**src/rtl/tetris_pkg.sv**
```systemverilog
// Shared tetromino types and constants for picker, spawn and draw logic.
package tetris_pkg;

  typedef enum logic [2:0] {
    PIECE_I = 3'd0,
    PIECE_O = 3'd1,
    PIECE_T = 3'd2,
    PIECE_S = 3'd3,
    PIECE_Z = 3'd4,
    PIECE_J = 3'd5,
    PIECE_L = 3'd6
  } piece_t;

  localparam logic [2:0] PIECE_NONE = 3'd7;
  localparam int         NUM_PIECES = 7;

  // Folds two slices of the random word so low-bit LFSR correlation is diluted.
  function automatic logic [2:0] cand_of(input logic [15:0] rnd);
    return rnd[2:0] ^ rnd[13:11];
  endfunction

endpackage

```
**src/rtl/piece_fifo.sv**
```systemverilog
// Circular buffer of piece codes with head and second-entry read ports.
module piece_fifo #(
  parameter int DEPTH = 4,
  parameter int W     = 3
) (
  input  logic         clk,
  input  logic         rst,
  input  logic         push,
  input  logic         pop,
  input  logic [W-1:0] wdata,
  output logic [W-1:0] head,
  output logic [W-1:0] second,
  output logic [3:0]   count
);

  localparam int            PW      = (DEPTH > 1) ? $clog2(DEPTH) : 1;
  localparam logic [PW-1:0] LAST    = PW'(DEPTH - 1);
  localparam logic [3:0]    DEPTH_C = 4'(DEPTH);

  logic [W-1:0]  mem_q [DEPTH];
  logic [PW-1:0] head_q, head_d, tail_q, tail_d;
  logic [3:0]    count_q, count_d;
  logic          do_push_s, do_pop_s;

  function automatic logic [PW-1:0] wrap_inc(input logic [PW-1:0] p);
    if (p == LAST) begin
      return '0;
    end else begin
      return p + PW'(1);
    end
  endfunction

  // Pointer and occupancy next-state.
  always_comb begin
    do_push_s = push && (count_q != DEPTH_C);
    do_pop_s  = pop && (count_q != 4'd0);
    head_d    = do_pop_s  ? wrap_inc(head_q) : head_q;
    tail_d    = do_push_s ? wrap_inc(tail_q) : tail_q;
    case ({do_push_s, do_pop_s})
      2'b10:   count_d = count_q + 4'd1;
      2'b01:   count_d = count_q - 4'd1;
      default: count_d = count_q;
    endcase
  end

  // Pointer and occupancy registers.
  always_ff @(posedge clk) begin
    if (rst) begin
      head_q  <= '0;
      tail_q  <= '0;
      count_q <= 4'd0;
    end else begin
      head_q  <= head_d;
      tail_q  <= tail_d;
      count_q <= count_d;
    end
  end

  // Storage carries no reset; stale entries are masked by count downstream.
  always_ff @(posedge clk) begin
    if (do_push_s) begin
      mem_q[tail_q] <= wdata;
    end
  end

  assign head   = mem_q[head_q];
  assign second = mem_q[wrap_inc(head_q)];
  assign count  = count_q;

endmodule

```
**src/rtl/piece_picker.sv**
```systemverilog
// Turns LFSR words into tetromino types and buffers them for the game FSM.
// Define PIECE_BAG7_EN for 7-bag mode (no repeats within each aligned group of 7).
module piece_picker
  import tetris_pkg::*;
#(
  parameter int QUEUE_DEPTH = 4
) (
  input  logic        clk,
  input  logic        rst,
  input  logic [15:0] rand_num,
  input  logic        req,
  output logic        piece_valid,
  output logic [2:0]  piece,
  output logic [2:0]  preview,
  output logic [3:0]  count,
  output logic [7:0]  reject_cnt
);

  logic [2:0] cand_s, head_s, second_s;
  logic [3:0] count_s;
  logic       full_s, blocked_s, reject_s, push_s, pop_s;
  logic [7:0] rej_q, rej_d;

`ifdef PIECE_BAG7_EN
  localparam logic [NUM_PIECES-1:0] ALL_USED = '1;
  logic [NUM_PIECES-1:0] used_q, used_d, used_set_s;
  logic [7:0]            used_ext_s;
`endif

  // Candidate filtering and push/pop decisions.
  always_comb begin
    cand_s = cand_of(rand_num);
    full_s = (count_s == 4'(QUEUE_DEPTH));
`ifdef PIECE_BAG7_EN
    // Bit 7 stands in for PIECE_NONE so one lookup covers both reject reasons.
    used_ext_s = {1'b1, used_q};
    blocked_s  = used_ext_s[cand_s];
`else
    blocked_s  = (cand_s == PIECE_NONE);
`endif
    reject_s = !full_s && blocked_s;
    push_s   = !full_s && !blocked_s;
    pop_s    = req && (count_s != 4'd0);
    if (reject_s && (rej_q != 8'hFF)) begin
      rej_d = rej_q + 8'd1;
    end else begin
      rej_d = rej_q;
    end
`ifdef PIECE_BAG7_EN
    used_set_s = used_q | (NUM_PIECES'(1) << cand_s);
    if (push_s) begin
      used_d = (used_set_s == ALL_USED) ? '0 : used_set_s;
    end else begin
      used_d = used_q;
    end
`endif
  end

  // Reject counter and bag mask.
  always_ff @(posedge clk) begin
    if (rst) begin
      rej_q  <= 8'd0;
`ifdef PIECE_BAG7_EN
      used_q <= '0;
`endif
    end else begin
      rej_q  <= rej_d;
`ifdef PIECE_BAG7_EN
      used_q <= used_d;
`endif
    end
  end

  piece_fifo #(
    .DEPTH (QUEUE_DEPTH),
    .W     (3)
  ) u_fifo (
    .clk    (clk),
    .rst    (rst),
    .push   (push_s),
    .pop    (pop_s),
    .wdata  (cand_s),
    .head   (head_s),
    .second (second_s),
    .count  (count_s)
  );

  // Output decode from registered queue state.
  always_comb begin
    piece_valid = (count_s != 4'd0);
    if (count_s != 4'd0) begin
      piece = head_s;
    end else begin
      piece = 3'd0;
    end
    if (count_s >= 4'd2) begin
      preview = second_s;
    end else begin
      preview = PIECE_NONE;
    end
  end

  assign count      = count_s;
  assign reject_cnt = rej_q;

endmodule

```
**config.mk**
```make
export PLATFORM = sky130hd
export DESIGN_NAME = piece_picker
export DESIGN_NICKNAME = d
export VERILOG_FILES = /design/src/rtl/tetris_pkg.sv /design/src/rtl/piece_fifo.sv /design/src/rtl/piece_picker.sv
export SDC_FILE = /design/constraint.sdc
export NUM_CORES = 1
export LEC_CHECK = 0
export BUFFER_PORTS_ARGS = -buffer_cell sky130_fd_sc_hd__clkbuf_2
export CAP_MARGIN = 0
export CELL_PAD_IN_SITES_DETAIL_PLACEMENT = 1
export CELL_PAD_IN_SITES_GLOBAL_PLACEMENT = 1
export CORE_MARGIN = 8
export CORE_UTILIZATION = 44
export DETAILED_ROUTE_END_ITERATION = 12
export GPL_TIMING_DRIVEN = 0
export PLACE_DENSITY = 0.81
export SETUP_SLACK_MARGIN = 0.15
export SLEW_MARGIN = 20
export SYNTH_ARGS = -nofsm -noshare
export SYNTH_HDL_FRONTEND = slang
export SYNTH_SLANG_ARGS = --single-unit
```
**constraint.sdc**
```tcl
create_clock -name clk -period 6.8 [get_ports clk]
set_input_delay 2.04 -clock clk [delete_from_list [all_inputs] [get_ports clk]]
set_output_delay 2.04 -clock clk [all_outputs]
set_load 0.01 [all_outputs]
```
==> metrics list, run 1 <==
* Outcome: finished, final reports clean
- TritonCTS created 5 clock buffers.
- Pins over their slew limit: 0
- After detailed placement, the total cell area comes to 0.001794 mm^2.
- Counting along the longest clock path gives a buffer depth of 2.
* Clock transition at path regs: 0.09 ns
- Across the whole layout, storage elements account for 720.7 um^2.
- First-pass GRT wire length: 6541 um
- STA classifies the critical path startpoint as a register.
- Later-pin clock latency in the skew report: 0.34 ns
- Buffers placed on the I/O ports in this run total 26.
* Total Negative Setup Slacks: 0 ns
- Final design area excluding fillers: 0.001843 mm^2
- Entering global routing, the biggest net connects 11 pins.
* Pre-Repair DR Iteration Count: 4
* DR iter-0 viols: 60
- The core region is 0.003578 mm^2.
- RSZ-0062 raised after global routing: no
- Wires add up to 3836 um.
- Die Y: 76.38 um
- In this run the count of I/O pins placed on the die edge is 38.
* Post-route ant nets: 0
- After detailed routing, the number of remaining DRC violations is 0.
* Slew at the pin with the worst max-slew slack: 0.7089 ns
- Using the TritonRoute via totals, the vias-per-cell ratio works out to 5.679.
* Cell type with the highest aggregate area in the netlist: sky130_fd_sc_hd__dfxtp_1
- The number of antenna diodes in the final layout is 0.
- Data required, critical path: 4.76 ns
* Total power draw: 654.8 uW
- Die ar.: 0.005834 mm^2
- In the final routed layout, each cell accounts on average for 17.13 um.
- Total number of vias: 1272
* Worst-path maximum fanout: 4
- Synthesis produced a netlist with a net count of 170.
* Cell with the most instances after synthesis: sky130_fd_sc_hd__dfxtp_1
- The tool flagged a number of max-cap violations equal to 0.
- The total overflow left after global routing is 0.
* Average instance area after synthesis: 11.30 um^2
* Area Growth Syn to Fin: 14.90%
* Yosys Warn Count: 0
- Cells fill 51.50% of the core in the end.
* Number of setup violations in the final report: 0
- Once the clock tree was built, the resizer swapped 0 gates to a different size.
- Of the post-synthesis cell area, the dominant cell type holds 22.46%.
- Dividing total power by cell area gives a power density of 355.3 mW/mm^2.
- Minimum setup slack after placement: 2.219 ns
- Std-Cell Rows: 22
* # placed instances: 216
* Capturing element type of the critical path: output port
- Effective utilization at floorplan: 44.83%
- After synthesis, the cell types taking the most area are sky130_fd_sc_hd__dfxtp_1 22%, sky130_fd_sc_hd__edfxtp_1 22%, sky130_fd_sc_hd__mux4_2 8.4%, sky130_fd_sc_hd__ha_1 7.0%, sky130_fd_sc_hd__xor2_2 3.0%.
- For this run, the leading register cell type out of synthesis is sky130_fd_sc_hd__dfxtp_1.
- Leaving out filler cells and counting taps, the final layout contains 224.
- Counting the fill cells in the layout gives 411.
- Netlist cell types: 38
- Based on the critical path, the design can be clocked at up to 0.2319 GHz.
* Post-synth top cells: 18 x sky130_fd_sc_hd__dfxtp_1, 12 x sky130_fd_sc_hd__edfxtp_1, 10 x sky130_fd_sc_hd__nand2_1, 9 x sky130_fd_sc_hd__ha_1
- Hpwl dp: 2975 um
- Number of synthesized flops with an enable pin: 12
* Fraction of final layout cells sized beyond drive strength 1: 28.98%
* Arrival time of data at the critical path endpoint: 2.27 ns
- Post-synthesis cell count: 142
- Leakage power: 0.7216 nW
- After the last flow step, the layout net total stands at 203.
- Count of final hold-check violations: 0
* Vias in the first global route: 1375
- After synthesis the netlist holds a flip-flop and latch count of 30.
- Of all flip-flops after synthesis, the portion carrying an async set or reset was 0%.
- CTS built an H-tree with a depth of 2.
- Die width: 76.38 um
- Hold Buf Count CTS: 0
- Routability-driven placement finished with a final weighted congestion of 0.7400.
- The tree built by TritonCTS fans out to 30 sinks.
- Once routing completed, OpenROAD measured the worst setup slack at 2.488 ns.
* Cell area after synthesis: 0.001604 mm^2
* Area of the multi-input gates: 818.3 um^2
- By startpoint and endpoint, the worst setup path is classified as register to output port.
* Post-CTS setup buffer count: 0
* Final Critical Period: 4.312 ns
- Clock skew: 0.004706 ns
- Number of antenna violations at the first check in global routing: 0
- Total routing usage reported by global routing: 13.86%
- Slew HR: 52.52%
* Crit share post-route: 63.41%
* CTS tree: done
- Sequential elements use 44.93% of the synthesized area.
- Hold Worst Slack: 0.5145 ns
- Root Buffer: sky130_fd_sc_hd__clkbuf_4
- Class of the worst hold path: register to register
- VDD sags by at most 0.1324 mV.
-- placed cells by master (no fill, tap or decap), types with 2 or more instances in the layout --
cell	netlist	final
sky130_fd_sc_hd__a21oi_1	8	8
sky130_fd_sc_hd__o21ai_0	3	3
sky130_fd_sc_hd__xor2_2	3	3
sky130_fd_sc_hd__o31ai_1	4	4
sky130_fd_sc_hd__inv_1	7	7
sky130_fd_sc_hd__clkbuf_2	0	26
sky130_fd_sc_hd__clkbuf_4	0	5
sky130_fd_sc_hd__or2_2	3	3
sky130_fd_sc_hd__nor2_1	8	8
sky130_fd_sc_hd__or4_1	4	4
sky130_fd_sc_hd__ha_1	9	9
sky130_fd_sc_hd__buf_6	2	2
sky130_fd_sc_hd__dfxtp_1	18	18
sky130_fd_sc_hd__clkbuf_1	3	6
sky130_fd_sc_hd__edfxtp_1	12	12
sky130_fd_sc_hd__nor3_1	3	3
sky130_fd_sc_hd__and2_1	7	7
sky130_fd_sc_hd__or3_1	2	2
sky130_fd_sc_hd__nand2_1	10	10
sky130_fd_sc_hd__o311ai_0	2	2
sky130_fd_sc_hd__xor2_1	3	3
sky130_fd_sc_hd__o41ai_1	2	2
sky130_fd_sc_hd__mux2i_1	3	3
sky130_fd_sc_hd__nand2b_1	2	2
sky130_fd_sc_hd__mux4_2	6	6
sky130_fd_sc_hd__nand3_1	4	4
-- worst paths after layout --
path / startpoint / end / slack, ns / cells past startpoint
worst min register to register: u_fifo.head_q[1]$_SDFFE_PP0N_ / u_fifo.head_q[1]$_SDFFE_PP0N_ / 0.51 / 2
worst max-delay path: u_fifo.head_q[0]$_SDFFE_PP0N_ / preview[0] / 2.49 / 5
worst min-delay path: u_fifo.head_q[1]$_SDFFE_PP0N_ / u_fifo.head_q[1]$_SDFFE_PP0N_ / 0.51 / 2
worst max register to register: u_fifo.count[1]$_SDFFE_PP0P_ / u_fifo.count[2]$_SDFFE_PP0P_ / 4.02 / 12
-- routing by layer --
layer	share of wire, %	track usage, %	wire length (um)
met5	0	0	0
met4	2.6	7.500	99
met3	4.6	3.892	176
met2	53	24.85	2034
met1	40	14.17	1525
-- report_power, final --
| group | leakage (nW) | switching, mW | internal, mW |
|---|---|---|---|
| combinational | 0.437 | 0.149 | 0.135 |
| sequential | 0.259 | 0.0366 | 0.232 |
| clock | 0.0265 | 0.0616 | 0.0411 |
| total | 0.722 | 0.247 | 0.408 |
-- flip-flops by register name (all words and copies together), names as in the netlist, named ones only --
| register | flops |
|---|---|
| u_fifo.tail_q | 2 |
| u_fifo.mem_q | 12 |
| reject_cnt | 8 |
| u_fifo.count | 4 |
| u_fifo.head_q | 2 |
-- cells by family after synthesis --
logic type	after synthesis	synth area share [%]
compound gates	23	9.673
xor+xnor	6	4.681
fa+ha+maj	9	7.020
buf+inv	13	4.056
flops	30	44.93
mux	10	11.00
simple gates	51	18.64
-- final cells by class --
class,instances,share of cell area (%)
buffer,6,2.105
clock buffer,8,2.648
inverter,7,1.426
multi-input combinational,99,44.40
sequential,30,39.10
tap,48,3.259
timing repair buffer,26,7.060
-- critical path, cell delays in order, from the launching register on --
cell,delay (ns)
sky130_fd_sc_hd__dfxtp_1,0.34
sky130_fd_sc_hd__ha_1,0.20
sky130_fd_sc_hd__nor2_1,0.39
sky130_fd_sc_hd__mux4_2,0.59
sky130_fd_sc_hd__or2_2,0.29
sky130_fd_sc_hd__clkbuf_2,0.14
(Power assumes the default switching activity.)
==> run 2, diff against run 1 <==
Settings changed: CORE_UTILIZATION 44 to 41, PLACE_DENSITY 0.81 to 0.76.
Clock period 6.8 ns to 4.4 ns, I/O delays scaled along.
==> run 2 against run 1 <==
  * First-iteration DRC count fell by 38%
  * Combinational power rose by 51%
  * Non-clock buffer count did not move
  * Register-to-register slack got worse by 2.3 ns
  * Sequential cell count did not move
  * Clock skew rose by 0.0026 ns
  * Sequential power rose by 54%
  * Cell count did not move
  * Global-route usage fell by 1.9 points
  * Largest power group unchanged
==> metrics list, run 2 (synthesis gave the netlist of run 1 again) <==
- Outcome: finished, final reports clean
- The path with the worst hold slack has its endpoint at u_fifo.head_q[1]$_SDFFE_PP0N_.
- The clock sink count was 30 (unchanged).
- The wire length of the first global-routing pass is 6016 um (-8.0%).
- The final critical-path setup slack was 0.8610 ns (-1.627 ns).
- Total routing usage reported by global routing: 11.99% (-1.9 points)
- Worst hold start: u_fifo.head_q[1]$_SDFFE_PP0N_
* Commonest cells after routing, fill and taps aside: 26 x sky130_fd_sc_hd__clkbuf_2, 18 x sky130_fd_sc_hd__dfxtp_1, 12 x sky130_fd_sc_hd__edfxtp_1
- DR iter-0 viols: 37 (-38%)
- Std-Cell Rows: 22 (unchanged)
- The later-pin clock latency in the skew report came to 0.28 ns (-0.06 ns).
- The worst path uses 80.43% of the clock period.
- Delay-heaviest family, CP: compound AO/OA/AOI/OAI gates
* Area Growth Syn to Fin: 17.55%
- Maximum number of buffers from clock root to sink: 2 (unchanged)
- The number of antenna violations at the first check in global routing is 0 (unchanged).
* Worst stage delay on the critical path: 0.58 ns (about the same)
* Post-CTS setup buffer count: 0 (unchanged)
* Worst-path maximum fanout: 8 (+4)
- The final net count came to 203 (unchanged).
* Die Y: 78.55 um (+2.8%)
* Hpwl dp: 2857 um (-4.0%)
- The worst relative slew slack is 55.14% (+2.6 points).
* R2r worst-path depth: 10 (-2)
* Total number of vias: 1211 (-4.8%)
- Die ar.: 0.006170 mm^2 (+5.8%)
- Vias in the first global route: 1303 (-5.2%)
- DR WL/cell: 16.25 um (-5.1%)
- The first-pass detailed-route iteration total is 4 (unchanged).
- Detailed-route DRC error count: 0 (unchanged)
- The cell count of the worst hold path is 2 (unchanged).
- The worst hold margin was 0.4989 ns (-0.01561 ns).
* Post-CTS sizing: 0 (unchanged)
- The final total negative setup slack came to 0 ns (unchanged).
- The cell sitting at the root of the clock tree is a sky130_fd_sc_hd__clkbuf_8.
* Overflow after GRT: 0 (unchanged)
- Post-detailed-route via-to-cell ratio: 5.406 (-4.8%)
- Number of setup violations in the final report: 0 (unchanged)
* Capturing element type of the critical path: register
- The number of slew-limit violations in the final report came to 0 (unchanged).
* Die width: 78.55 um (+2.8%)
* Crit path cell chain: clkbuf_2 -> xor2_2 -> a31oi_1 -> inv_1 -> ha_1 -> xor2_1 -> ha_1 -> a21oi_1 -> xor2_1 -> or3_1 -> a21oi_1
- Arrival time of data at the critical path endpoint: 3.75 ns (+1.48 ns)
- Critical path start-end classification: input port to register
- FF-to-FF setup slack: 1.69 ns (-2.33 ns)
- The total clock buffers created by CTS is 5 (unchanged).
* Effective utilization at floorplan: 43.16% (-1.7 points)
- Fraction of final layout cells sized beyond drive strength 1: 30.11% (+1.1 points)
* Antenna Cells: 0 (unchanged)
* Class of the worst hold path: register to register
* Number of flip-flops in the largest register: 12 (unchanged)
* Hold Buf Count CTS: 0 (unchanged)
- CP max-delay cell: sky130_fd_sc_hd__a31oi_1
- Maximum operating frequency: 0.2826 GHz
* Largest reg by FF count: u_fifo.mem_q
- The number of hold-slack violations in the final timing report came to 0 (unchanged).
* Peak VDD IR: 0.2198 mV (+66%)
* Minimum setup slack after placement: 0.5838 ns (-1.635 ns)
- Post-route ant nets: 0 (unchanged)
- Data required, critical path: 4.61 ns (-0.15 ns)
- CTS tree: done
* Sort of element at the start of the critical path: input port
- The worst register-to-register path begins at u_fifo.count[0]$_SDFFE_PP0P_.
* Final Critical Period: 3.539 ns
- The clock transition at the register clock pins on the worst setup and hold paths after CTS came to 0.07 ns (-0.02 ns).
- In this run the critical register-to-register path is captured at u_fifo.count[2]$_SDFFE_PP0P_.
* Pin count of the biggest net entering global routing: 11 (unchanged)
- Setup repair after global routing left no endpoint under its margin.
- The overall power after layout is 1.069 mW (+63%).
- The H-tree level count was 2 (unchanged).
- The final weighted congestion of routability-driven global placement is 0.7460 (+0.81%).
- Clock skew: 0.007299 ns (+0.002593 ns)
- Leading cell type in the layout, fill and taps excluded: sky130_fd_sc_hd__clkbuf_2
* Maxcap violations: 0 (unchanged)
- Boundary Pins: 38 (unchanged)
- The path length in cells of the critical path is 11 (+6).
- Floorplan Core Area: 0.003716 mm^2 (+3.8%)
* Buffers and inverters on the worst path: 2 (+1)
* Slew at the pin with the worst max-slew slack: 0.6698 ns (-0.03909 ns)
- Pwr Density: 566.7 mW/mm^2 (+60%)
- The leakage power summed over all cells was 0.7433 nW (+3.0%).
- The sum of routed wire length over all layers is 3641 um (-5.1%).
* Buffers on Ports: 26 (unchanged)
run 2: per-layer routing:
layer | global-route usage, % | vias to the layer above | part of all wire, %
li1 | - | 587 | -
met1 | 12.82 | 597 | 43
met2 | 21.46 | 22 | 51
met3 | 3.872 | 5 | 5.2
met4 | 4.444 | 0 | 0.99
met5 | 0 | - | 0
run 2: final cells by class:
cell class                      count  area (um^2)
Multi-Input combinational cell     99        818.3
Tap cell                           48        60.06
Clock buffer                        7        86.33
Fill cell                         418         1831
Timing Repair Buffer               26        130.1
Clock inverter                      1        5.005
Buffer                              6        38.79
Sequential cell                    30        720.7
Inverter                            7        26.28
run 2: worst max path at each step:
| stage | startpoint | to | slack (ns) |
|---|---|---|---|
| after CTS | rand_num[12] | u_fifo.count[2]$_SDFFE_PP0P_ | 0.86 |
| after global routing | rand_num[12] | u_fifo.count[2]$_SDFFE_PP0P_ | 0.60 |
| final | rand_num[12] | u_fifo.count[2]$_SDFFE_PP0P_ | 0.86 |
| after floorplan | rand_num[12] | u_fifo.count[2]$_SDFFE_PP0P_ | 1.06 |
| after detailed placement | rand_num[12] | u_fifo.count[2]$_SDFFE_PP0P_ | 0.58 |
| after global placement | rand_num[12] | u_fifo.count[2]$_SDFFE_PP0P_ | 0.69 |
run 2: power by group:
group	switching [mW]	internal, mW
Sequential	0.0535	0.359
Clock	0.101	0.126
Combinational	0.221	0.208
run 2: worst register-to-register path, stage by stage, from the launching register on:
cell and delay, ns:
sky130_fd_sc_hd__dfxtp_1 0.49, sky130_fd_sc_hd__nor4b_1 0.10, sky130_fd_sc_hd__a31oi_1 0.52, sky130_fd_sc_hd__inv_1 0.16, sky130_fd_sc_hd__ha_1 0.31, sky130_fd_sc_hd__xor2_1 0.17
sky130_fd_sc_hd__ha_1 0.18, sky130_fd_sc_hd__a21oi_1 0.15, sky130_fd_sc_hd__xor2_1 0.09, sky130_fd_sc_hd__or3_1 0.31, sky130_fd_sc_hd__a21oi_1 0.14
run 2: through the flow:
stage	area [um^2]	utilization, %	instances
3_3_place_gp	1794	48.28	216
5_1_grt	1886	50.74	224
2_1_floorplan	1604	-	142
6_report	1886	50.74	224
4_1_cts	1886	50.74	224
3_5_place_dp	1794	48.28	216
==> run 3, diff against run 2 <==
Settings changed: CORE_UTILIZATION 41 to 37, PLACE_DENSITY 0.76 to 0.73.
Clock period 4.4 ns to 3 ns, I/O delays scaled along.
==> run 3 against run 2 <==
  * First-iteration DRC count is 11% higher
  * Setup slack worse by 0.63 ns
  * Register-to-register slack worse by 1.3 ns
  * Cell area is 3.3% higher
  * Die area is 8.6% higher
  * Power is 50% higher
  * Wire length stayed put
  * Combinational power is 60% higher
  * Via count is 1.2% lower
  * Global-route usage hardly changed
  * Count of clock-buffer cells in the layout is 1 lower
  * Critical path type is now register to output port
  * Largest power group unchanged
==> metrics list, run 3 (synthesis gave the netlist of run 1 again) <==
- Outcome: finished, final reports clean
- Peak VDD IR: 0.1980 mV (-10%)
- The maximum buffer depth of the clock tree came to 2 (unchanged).
- Final RePlAce weighted congestion: 0.7582 (+1.6%)
- Clock tree synthesis selected as its root buffer the cell sky130_fd_sc_hd__clkbuf_8.
- Pin count of the biggest net entering global routing: 11 (unchanged)
- Post-place instance area: 0.001805 mm^2 (+0.63%)
- Arrival time of data at the critical path endpoint: 1.87 ns (-1.88 ns)
- Number of setup violations in the final report: 0 (unchanged)
- The clock transition at the register clock pins on the worst setup and hold paths after CTS came to 0.06 ns (about the same).
* Total routing usage reported by global routing: 12.04% (+0.042 points)
- Final setup margin: 0.2292 ns (-0.6318 ns)
* Leakage power: 0.7513 nW (+1.1%)
- Hold Worst Slack: 0.5224 ns (+0.02352 ns)
- Boundary Pins: 38 (unchanged)
- Total number of vias: 1196 (-1.2%)
* Pwr Density: 824.6 mW/mm^2 (+45%)
- Final nets: 204 (+0.49%)
* Final-layout fill cell count: 490 (+17%)
* Post-route ant nets: 0 (unchanged)
- Area Growth Syn to Fin: 21.45%
* Number of flip-flops in the largest register: 12 (unchanged)
- Counting flops per register, the top entry is u_fifo.mem_q.
* Number of antenna violations at the first check in global routing: 0 (unchanged)
- Pins over their slew limit: 0 (unchanged)
- Pre-Repair DR Iteration Count: 4 (unchanged)
* Total Wirelength: 3641 um (unchanged)
* Die Y: 81.84 um (+4.2%)
- The worst setup path is captured at an output port.
- The H-tree level count is 2 (unchanged).
* Crit share post-route: 92.36%
* Buffers on Ports: 26 (unchanged)
* Detailed-route DRC error count: 0 (unchanged)
- The wire length of the first global-routing pass came to 6196 um (+3.0%).
- STA classifies the critical path startpoint as a register.
- Commonest cells after routing, fill and taps aside: 24 x sky130_fd_sc_hd__clkbuf_2, 17 x sky130_fd_sc_hd__dfxtp_1, 12 x sky130_fd_sc_hd__edfxtp_1
* Antenna Cells: 0 (unchanged)
- The summed area of non-filler cells in the final layout came to 0.001948 mm^2 (+3.3%).
* Clock buffer count from CTS: 5 (unchanged)
- The clock tree skew after final layout is 0.003988 ns (-0.003310 ns).
- Hpwl dp: 2922 um (+2.3%)
- The later-pin clock latency in the skew report came to 0.28 ns (about the same).
* Class of the worst hold path: register to register
- Critical path start-end classification: register to output port
- The post-place setup slack came to -0.2456 ns (-0.8294 ns).
- The highest fanout seen on the critical path is 4 (-4).
- The number of global-route vias before repair is 1339 (+2.8%).
- RSZ-0062 raised after global routing: no
- The number of hold-slack violations in the final timing report is 0 (unchanged).
- Hold Buf Count CTS: 0 (unchanged)
* Die width: 81.84 um (+4.2%)
* Maximum operating frequency: 0.3609 GHz
- Overflow after GRT: 0 (unchanged)
* Total power draw: 1.606 mW (+50%)
* Slew HR: 61.89% (+6.8 points)
- TritonCTS built the clock tree.
* Floorplan Core Area: 0.004264 mm^2 (+15%)
* Effective utilization at floorplan: 37.62% (-5.5 points)
* Num Clock Sinks: 30 (unchanged)
- Post-detailed-route via-to-cell ratio: 5.223 (-3.4%)
- Total Negative Setup Slacks: 0 ns (unchanged)
* Leading cell type in the layout, fill and taps excluded: sky130_fd_sc_hd__clkbuf_2
* Fraction of final layout cells sized beyond drive strength 1: 33.33% (+3.2 points)
- The required time of the worst setup path came to 2.10 ns (-2.51 ns).
- The number of core rows is 24 (+9.1%).
- The max-cap check violation count came to 0 (unchanged).
- The DRC violation total after the first TritonRoute iteration is 41 (+11%).
- DR WL/cell: 15.90 um (-2.2%)
* Die ar.: 0.006698 mm^2 (+8.6%)
- Final Critical Period: 2.771 ns
- Slew at the pin with the worst max-slew slack: 0.5637 ns (-0.1061 ns)
run 3: layer usage:
| metal | vias up | routed length (um) | GRT usage [%] |
|---|---|---|---|
| li1 | 591 | - | - |
| met1 | 577 | 1434 | 12.21 |
| met3 | 5 | 208 | 4.267 |
| met5 | - | 0 | 0 |
| met2 | 23 | 1943 | 21.70 |
| met4 | 0 | 55 | 5.263 |
run 3: cell type report:
cell class / instances / area [um^2] / share of cell area (%)
Sequential cell: 30 / 724.4 / 37.19
Multi-Input combinational cell: 99 / 860.8 / 44.19
Tap cell: 52 / 65.06 / 3.340
Timing Repair Buffer: 27 / 150.1 / 7.707
Inverter: 7 / 26.28 / 1.349
Buffer: 6 / 40.04 / 2.055
Clock inverter: 2 / 8.758 / 0.4496
Clock buffer: 6 / 72.57 / 3.725
run 3: report_power, final:
group | leakage (nW) | internal (mW) | total, mW | switching [mW]
Sequential | 0.259 | 0.529 | 0.613 | 0.0840
Clock | 0.0426 | 0.159 | 0.303 | 0.144
Combinational | 0.449 | 0.353 | 0.690 | 0.338
run 3: final timing paths:
kind / start / endpoint / slack (ns) / cells past startpoint
setup reg to reg: u_fifo.count[1]$_SDFFE_PP0P_ / u_fifo.count[2]$_SDFFE_PP0P_ / 0.34 / 12
setup / recovery: u_fifo.head_q[0]$_SDFFE_PP0N_ / preview[0] / 0.23 / 5
hold reg to reg: reject_cnt[3]$_SDFFE_PP0P_ / reject_cnt[3]$_SDFFE_PP0P_ / 0.52 / 2
hold / removal: reject_cnt[3]$_SDFFE_PP0P_ / reject_cnt[3]$_SDFFE_PP0P_ / 0.52 / 2
run 3: worst max-delay path, stage by stage, from the launching register on:
cell,delay (ns)
sky130_fd_sc_hd__dfxtp_4,0.36
sky130_fd_sc_hd__ha_4,0.16
sky130_fd_sc_hd__nor2_4,0.15
sky130_fd_sc_hd__mux4_2,0.51
sky130_fd_sc_hd__or2_2,0.27
sky130_fd_sc_hd__buf_2,0.14
run 3: stage by stage:
stage               std cells  utilization [%]
global placement          220            42.34
floorplan                 142                -
CTS                       228            44.72
detailed placement        220            42.34
global route              229            45.69
finish                    229            45.69
run 3: timing repair:
item | CTS | global route
pin swaps | 1 | 2
setup buffers | 0 | 1
endpoints found under the setup margin | 4 | 4
resized for setup | 5 | 12
